<file path="src/rtl/bayes_pkg.sv">
// Shared types, mode encodings and width helper for the Bayesian
// posterior accumulator / argmax block.
package bayes_pkg;

    typedef enum logic [1:0] {
        IDLE,
        ACCUM,
        SCAN,
        DONE
    } state_e;

    localparam logic MODE_STOCH = 1'b0;
    localparam logic MODE_LOG   = 1'b1;

    // Score width must hold a full stochastic stream count or a sum of nobs log words.
    function automatic int acc_width(input int len_w, input int wlog, input int nobs);
        int log_w;
        log_w = wlog + $clog2(nobs);
        return (len_w > log_w) ? len_w : log_w;
    endfunction

endpackage

</file>
<file path="src/rtl/bayes_argmax_seq.sv">
// Sequential argmax: folds one (index, score) pair per step into a running best,
// lowest index winning ties, with a flag raised when the best score is matched.
module bayes_argmax_seq #(
    parameter int CLS_W = 2,
    parameter int ACC_W = 10
) (
    input  logic             clk,
    input  logic             rst_n,
    input  logic             step,
    input  logic             first,
    input  logic [CLS_W-1:0] idx,
    input  logic [ACC_W-1:0] score,
    output logic [CLS_W-1:0] res_idx,
    output logic [ACC_W-1:0] res_score,
    output logic             res_tie
);

    logic [CLS_W-1:0] best_idx;
    logic [ACC_W-1:0] best_score;
    logic             best_tie;

    // res_* already include the current candidate, so the caller can capture the final answer on the last step.
    always_comb begin
        res_idx   = best_idx;
        res_score = best_score;
        res_tie   = best_tie;
        if (first) begin
            res_idx   = idx;
            res_score = score;
            res_tie   = 1'b0;
        end else if (score > best_score) begin
            res_idx   = idx;
            res_score = score;
            res_tie   = 1'b0;
        end else if (score == best_score) begin
            res_tie   = 1'b1;
        end
    end

    always_ff @(posedge clk or negedge rst_n) begin
        if (!rst_n) begin
            best_idx   <= '0;
            best_score <= '0;
            best_tie   <= 1'b0;
        end else if (step) begin
            best_idx   <= res_idx;
            best_score <= res_score;
            best_tie   <= res_tie;
        end
    end

endmodule

</file>
<file path="src/rtl/bayes_accum_argmax.sv">
// Per-class posterior accumulator (stochastic bit counts or summed log words)
// followed by a one-class-per-cycle argmax scan with a start/done handshake.
module bayes_accum_argmax
    import bayes_pkg::*;
#(
    parameter int NCLASS = 4,
    parameter int WLOG   = 8,
    parameter int NOBS   = 4,
    parameter int LEN_W  = 10,
    parameter int CLS_W  = $clog2(NCLASS),
    parameter int ACC_W  = acc_width(LEN_W, WLOG, NOBS)
) (
    input  logic                   clk,
    input  logic                   rst_n,
    input  logic                   start,
    input  logic                   abort,
    input  logic                   stoch_log,
    input  logic                   early_en,
    input  logic [LEN_W-1:0]       stream_len,
    input  logic [ACC_W-1:0]       thresh,
    input  logic                   in_valid,
    output logic                   in_ready,
    input  logic [NCLASS-1:0]      stoch_bits,
    input  logic [NCLASS*WLOG-1:0] log_words,
    output logic                   busy,
    output logic                   done,
    output logic [CLS_W-1:0]       winner,
    output logic [ACC_W-1:0]       winner_score,
    output logic                   tie,
    output logic                   early_hit
);

    localparam int CNT_W = (LEN_W > $clog2(NOBS + 1)) ? LEN_W : $clog2(NOBS + 1);

    state_e           state, state_nxt;
    logic             mode_q, early_q, hit_q;
    logic [LEN_W-1:0] len_q;
    logic [ACC_W-1:0] thresh_q;
    logic [ACC_W-1:0] acc     [NCLASS];
    logic [ACC_W-1:0] acc_nxt [NCLASS];
    logic [CNT_W-1:0] beat_cnt, target;
    logic [CLS_W-1:0] scan_idx;
    logic             accept_start, beat, last_beat, thresh_hit, accum_exit, scan_last;
    logic [CLS_W-1:0] res_idx;
    logic [ACC_W-1:0] res_score;
    logic             res_tie;

    assign in_ready     = (state == ACCUM);
    assign busy         = (state != IDLE);
    assign done         = (state == DONE);
    assign accept_start = (state == IDLE) && start && !abort;
    assign beat         = in_valid && in_ready;

    // A programmed stream length of zero behaves as a single beat.
    assign target = (mode_q == MODE_LOG) ? CNT_W'(NOBS)
                  : (len_q == '0)        ? CNT_W'(1)
                  :                        CNT_W'(len_q);

    assign last_beat  = ((beat_cnt + CNT_W'(1)) == target);
    assign accum_exit = beat && (last_beat || thresh_hit);
    assign scan_last  = (scan_idx == CLS_W'(NCLASS - 1));

    always_comb begin
        thresh_hit = 1'b0;
        for (int c = 0; c < NCLASS; c++) begin
            acc_nxt[c] = acc[c] + ((mode_q == MODE_LOG) ? ACC_W'(log_words[c*WLOG +: WLOG])
                                                        : ACC_W'(stoch_bits[c]));
            if ((mode_q == MODE_STOCH) && early_q && (acc_nxt[c] >= thresh_q)) begin
                thresh_hit = 1'b1;
            end
        end
    end

    always_ff @(posedge clk or negedge rst_n) begin
        if (!rst_n) begin
            state <= IDLE;
        end else begin
            state <= state_nxt;
        end
    end

    always_comb begin
        state_nxt = state;
        case (state)
            IDLE:    if (accept_start) state_nxt = ACCUM;
            ACCUM: begin
                if (abort)           state_nxt = IDLE;
                else if (accum_exit) state_nxt = SCAN;
            end
            SCAN: begin
                if (abort)           state_nxt = IDLE;
                else if (scan_last)  state_nxt = DONE;
            end
            DONE:    state_nxt = IDLE;
            default: state_nxt = IDLE;
        endcase
    end

    // Result registers only change at the end of a completed scan, so an abort leaves the previous answer intact.
    always_ff @(posedge clk or negedge rst_n) begin
        if (!rst_n) begin
            mode_q       <= MODE_STOCH;
            early_q      <= 1'b0;
            hit_q        <= 1'b0;
            len_q        <= '0;
            thresh_q     <= '0;
            beat_cnt     <= '0;
            scan_idx     <= '0;
            winner       <= '0;
            winner_score <= '0;
            tie          <= 1'b0;
            early_hit    <= 1'b0;
            for (int c = 0; c < NCLASS; c++) acc[c] <= '0;
        end else begin
            if (accept_start) begin
                mode_q   <= stoch_log;
                early_q  <= early_en;
                len_q    <= stream_len;
                thresh_q <= thresh;
                hit_q    <= 1'b0;
                beat_cnt <= '0;
                scan_idx <= '0;
                for (int c = 0; c < NCLASS; c++) acc[c] <= '0;
            end else if ((state == ACCUM) && !abort && beat) begin
                for (int c = 0; c < NCLASS; c++) acc[c] <= acc_nxt[c];
                beat_cnt <= beat_cnt + CNT_W'(1);
                if (accum_exit) begin
                    scan_idx <= '0;
                    hit_q    <= thresh_hit;
                end
            end else if ((state == SCAN) && !abort) begin
                scan_idx <= scan_idx + CLS_W'(1);
                if (scan_last) begin
                    winner       <= res_idx;
                    winner_score <= res_score;
                    tie          <= res_tie;
                    early_hit    <= hit_q;
                end
            end
        end
    end

    bayes_argmax_seq #(
        .CLS_W (CLS_W),
        .ACC_W (ACC_W)
    ) u_argmax (
        .clk       (clk),
        .rst_n     (rst_n),
        .step      ((state == SCAN) && !abort),
        .first     (scan_idx == '0),
        .idx       (scan_idx),
        .score     (acc[scan_idx]),
        .res_idx   (res_idx),
        .res_score (res_score),
        .res_tie   (res_tie)
    );

endmodule

</file>
<file path="config.mk">
export PLATFORM = sky130hd
export DESIGN_NAME = bayes_accum_argmax
export DESIGN_NICKNAME = d
export VERILOG_FILES = /design/src/rtl/bayes_pkg.sv /design/src/rtl/bayes_argmax_seq.sv /design/src/rtl/bayes_accum_argmax.sv
export SDC_FILE = /design/constraint.sdc
export NUM_CORES = 1
export LEC_CHECK = 0
export ABC_CLOCK_PERIOD_IN_PS = 11720
export CAP_MARGIN = 30
export CORE_MARGIN = 2
export CORE_UTILIZATION = 51
export CTS_CLUSTER_SIZE = 10
export DETAILED_ROUTE_END_ITERATION = 10
export PLACE_DENSITY = 0.84
export SYNTH_ARGS = -nofsm -noshare
export SYNTH_HDL_FRONTEND = slang
export SYNTH_SLANG_ARGS = --single-unit
</file>
<file path="constraint.sdc">
create_clock -name clk -period 11.72 [get_ports clk]
set_clock_uncertainty 0.1 [all_clocks]
set_input_delay 2.344 -clock clk [delete_from_list [all_inputs] [get_ports clk]]
set_output_delay 2.344 -clock clk [all_outputs]
set_load 0.01 [all_outputs]
</file>
==> flow_metrics.env <==
export IMPL_status="finished clean"
export IMPL_clk_path_buf_depth=2
export IMPL_max_cap_violations=0
export IMPL_fp_coreArea_um2=14400
export IMPL_rr_worst_depth=18
export IMPL_grt_total_usage_pct=23.3
export IMPL_ys_ff_latch=104
export IMPL_root_buffer="clkbuf_16"
export IMPL_syn_instance_count=832
export IMPL_wl_per_cell_um=16.1
export IMPL_swShare_pct=38.3
export IMPL_fillers=1219
export IMPL_r2r_slack_ns=6.85
export IMPL_fin_setup_tns_ns=0
export IMPL_worst_path_buf_inv=1
export IMPL_ys_flop_type="dfrtp_1"
export IMPL_grt_overflow_total=0
export IMPL_cts_setup_buffers=0
export IMPL_finalNetCount=1046
export IMPL_dpl_hpwl_um=13000
export IMPL_avgSynthCellArea_um2=9.00
export IMPL_portBuffers=79
export IMPL_clk_latency_ns=0.36
export IMPL_setup_viol=0
export IMPL_num_rows=44
export IMPL_cts_hold_buffers=0
export IMPL_path_cells="clkdlybuf4s50_1 > mux2_2 > ha_1 > a21o_1 > a21oi_1 > o21bai_1 > a21oi_1 > o21bai_1 > a41oi_1 > xnor2_1 > ha_1 > a222oi_1 > o21ai_0 > a221oi_1 > nand2_1 > a41oi_1 > a41oi_1 > o21ai_1 > a32o_1"
export IMPL_rsz0062_at_grt="false"
export IMPL_fin_hold_ws_ns=0.387
export IMPL_synth_area_top_cells="dfrtp_1 35%, ha_1 14%, nand2_1 6.7%"
export IMPL_synth_top_cell_area_share_pct=34.8
export IMPL_synth_cell_type_count=57
export IMPL_cp_arrival_ns=6.58
export IMPL_p_switching_uw=565
export IMPL_drtPass1Iterations=4
export IMPL_irDropWorstVdd_mv=0.105
export IMPL_period_share_pct=54.5
export IMPL_drive_gt1_share_pct=6.34
export IMPL_clkSinkCount=104
export IMPL_fin_util_pct=60.7
export IMPL_initial_core_util_pct=51.9
export IMPL_ant_nets=0
export IMPL_area_delta_synth_final_pct=16.8
export IMPL_fp_dieH_um=125
export IMPL_whs_path_depth=1
export IMPL_vias=6176
export IMPL_fmax_mhz=156
export IMPL_synth_edff_count=0
export IMPL_cp_top_family="compound AO/OA/AOI/OAI gates"
export IMPL_insertedDiodeCount=0
export IMPL_hold_path_class="register to register"
export IMPL_p_int_uw=908
export IMPL_hold_viol_final=0
export IMPL_slowest_delay_ns=0.39
export IMPL_p_seq_share_pct=33.3
export IMPL_clk_pin_slew_worst_paths_ns=0.07
export IMPL_dpl_cell_count=1067
export IMPL_crit_path_start_kind="input port"
export IMPL_finalMaxSlewViolations=0
export IMPL_antenna_found_initial=0
export IMPL_grt_pass1_vias=6048
export IMPL_power_frac_clock_pct=21.7
export IMPL_multiInputGateArea_um2=4580
export IMPL_yosysTopAreaCell="dfrtp_1"
export IMPL_drc=0
export IMPL_dr_first_iter_drc_count=279
export IMPL_powerDensity_nw_per_um2=168
export IMPL_fin_crit_ns=6.39
export IMPL_regArea_um2=2600
export IMPL_fin_ws_ns=5.33
export IMPL_pre_cts_ws_ns=4.96
export IMPL_grt_max_degree=62
export IMPL_syn_nets=984
export IMPL_gp_congestion=0.946
export IMPL_cts_buffers_inserted=9
export IMPL_comb_power_share_pct=45.0
export IMPL_rr_endpoint="scan_idx[1]"
export IMPL_crit_path_max_fanout=3
export IMPL_max_slew_margin_pct=39.4
export IMPL_worstHoldStart="u_argmax.best_tie"
export IMPL_htree_levels=3
export IMPL_via_per_inst=5.70
export IMPL_synth_warnings=0
export IMPL_instances_no_fill=1083
export IMPL_slowest_stage="clkdlybuf4s50_1"
export IMPL_die_area_um2=15700
export IMPL_hold_path_endpoint="u_argmax.best_tie"
export IMPL_endpoint_kind="register"
export IMPL_ys_seq_area_share_pct=34.8
export IMPL_worstPathRequired_ns=11.91
export IMPL_die_x_um=125
export IMPL_synth_area_um2=7490
export IMPL_p_leak_uw=0.00425
export IMPL_rr_startpoint="mode_q"
export IMPL_cts_resized_gates=0
export IMPL_synthArstFlopShare_pct=100
export IMPL_routed_wl_um=17400
export IMPL_grt_pass1_wl_um=29600
export IMPL_path_class="input port to register"
export IMPL_ioPinCount=80
export IMPL_cts_tree="done"
export IMPL_worstMarginPinSlew_ns=0.910
export IMPL_cpMostUsedCell="a41oi_1"
## metrics by stage
stage,total power (µW),instance area [µm²]
6_report,1470,8750
5_1_grt,1600,8750
4_1_cts,1480,8750
3_5_place_dp,1150,8430
3_3_place_gp,1120,8430
2_1_floorplan,965,7490
## cell usage in the layout, fill, tap and decap left out, types with 12 or more instances in the layout
| master | netlist | layout |
|---|---|---|
| nand3_1 | 47 | 46 |
| clkdlybuf4s50_1 | 0 | 78 |
| mux2_2 | 14 | 14 |
| a21o_1 | 13 | 13 |
| mux2i_1 | 15 | 15 |
| nand2_1 | 133 | 133 |
| inv_1 | 46 | 46 |
| dfrtp_1 | 104 | 104 |
| o21bai_1 | 17 | 17 |
| and2_1 | 32 | 32 |
| xor2_1 | 12 | 12 |
| o21ai_0 | 47 | 47 |
| ha_1 | 85 | 85 |
| xnor2_1 | 31 | 31 |
| a21oi_1 | 51 | 51 |
| nor2_1 | 41 | 41 |
## state kept, by name, summed over array words and instances, names as in the netlist
name,cells
tie,1
beat_cnt,10
thresh_q,10
early_hit,1
winner_score,10
state,2
hit_q,1
winner,2
len_q,10
u_argmax.best_idx,2
acc,40
early_q,1
mode_q,1
u_argmax.best_tie,1
scan_idx,2
u_argmax.best_score,10
## cell usage after synthesis, types with 5 or more instances
library cell / n
a41oi_1: 6
a21o_1: 13
and3_1: 11
o21ai_0: 47
xor2_1: 12
ha_1: 85
inv_1: 46
mux2i_1: 15
dfrtp_1: 104
nor2b_1: 6
o21a_1: 6
a21oi_1: 51
mux4_2: 10
clkbuf_1: 29
mux2_2: 14
nand2_1: 133
nand4_1: 9
o21bai_1: 17
nor3_1: 5
nand2b_1: 8
and2_1: 32
nor2_1: 41
nand3_1: 47
xnor2_1: 31
## how the worst max path moves through the flow
| stage | from | end | slack, ns | depth (start not counted) |
|---|---|---|---|---|
| after global placement | stoch_bits[0] | scan_idx[1] | 5.13 | 19 |
| after CTS | stoch_bits[0] | scan_idx[1] | 5.32 | 19 |
| after global routing | log_words[1] | scan_idx[1] | 4.88 | 20 |
| after detailed placement | stoch_bits[0] | scan_idx[1] | 4.96 | 19 |
| after floorplan | log_words[8] | scan_idx[1] | 5.91 | 19 |
| final | stoch_bits[0] | scan_idx[1] | 5.33 | 19 |
## kinds of logic after synthesis
logic type	share of synthesized area, %
muxes	7.12
buffers and inverters	4.21
and+or+nand+nor	19.4
xor gates and xnor gates	5.35
adders and majority gates	15.3
DFF	34.8
AOI/OAI and AO/OA	13.9
## layout make-up
class,instances,area share (%)
multi-input combinational,647,52.4
sequential,104,29.7
timing repair buffer,86,9.61
clock buffer,14,3.25
tap,184,2.63
inverter,46,1.97
clock inverter,2,0.400
## per-layer routing
layer  routed length (µm)  global-route usage, %  up-vias
met4                  284                   6.01        0
li1                     -                      -     3036
met1                 8270                   32.7     2959
met5                    0                      0        -
met3                  826                   4.79       24
met2                 8030                   37.1      157
## worst reg2reg max path, delay by kind of cell, from the launching register on
family / cells / cell delay, ns
AOI/OAI and AO/OA: 13 / 2.87
xor gates and xnor gates: 1 / 0.17
adders and majority gates: 2 / 0.47
DFF: 1 / 0.71
muxes: 1 / 0.41
and+or+nand+nor: 1 / 0.08
## power by group through the flow
stage	registers, µW	clock network (µW)	logic, µW
final	491	320	663
after global routing	502	340	755
after CTS	490	327	665
after detailed placement	497	0	658
after global placement	494	0	629
after floorplan	466	0	499
(Power assumes the default switching activity.)
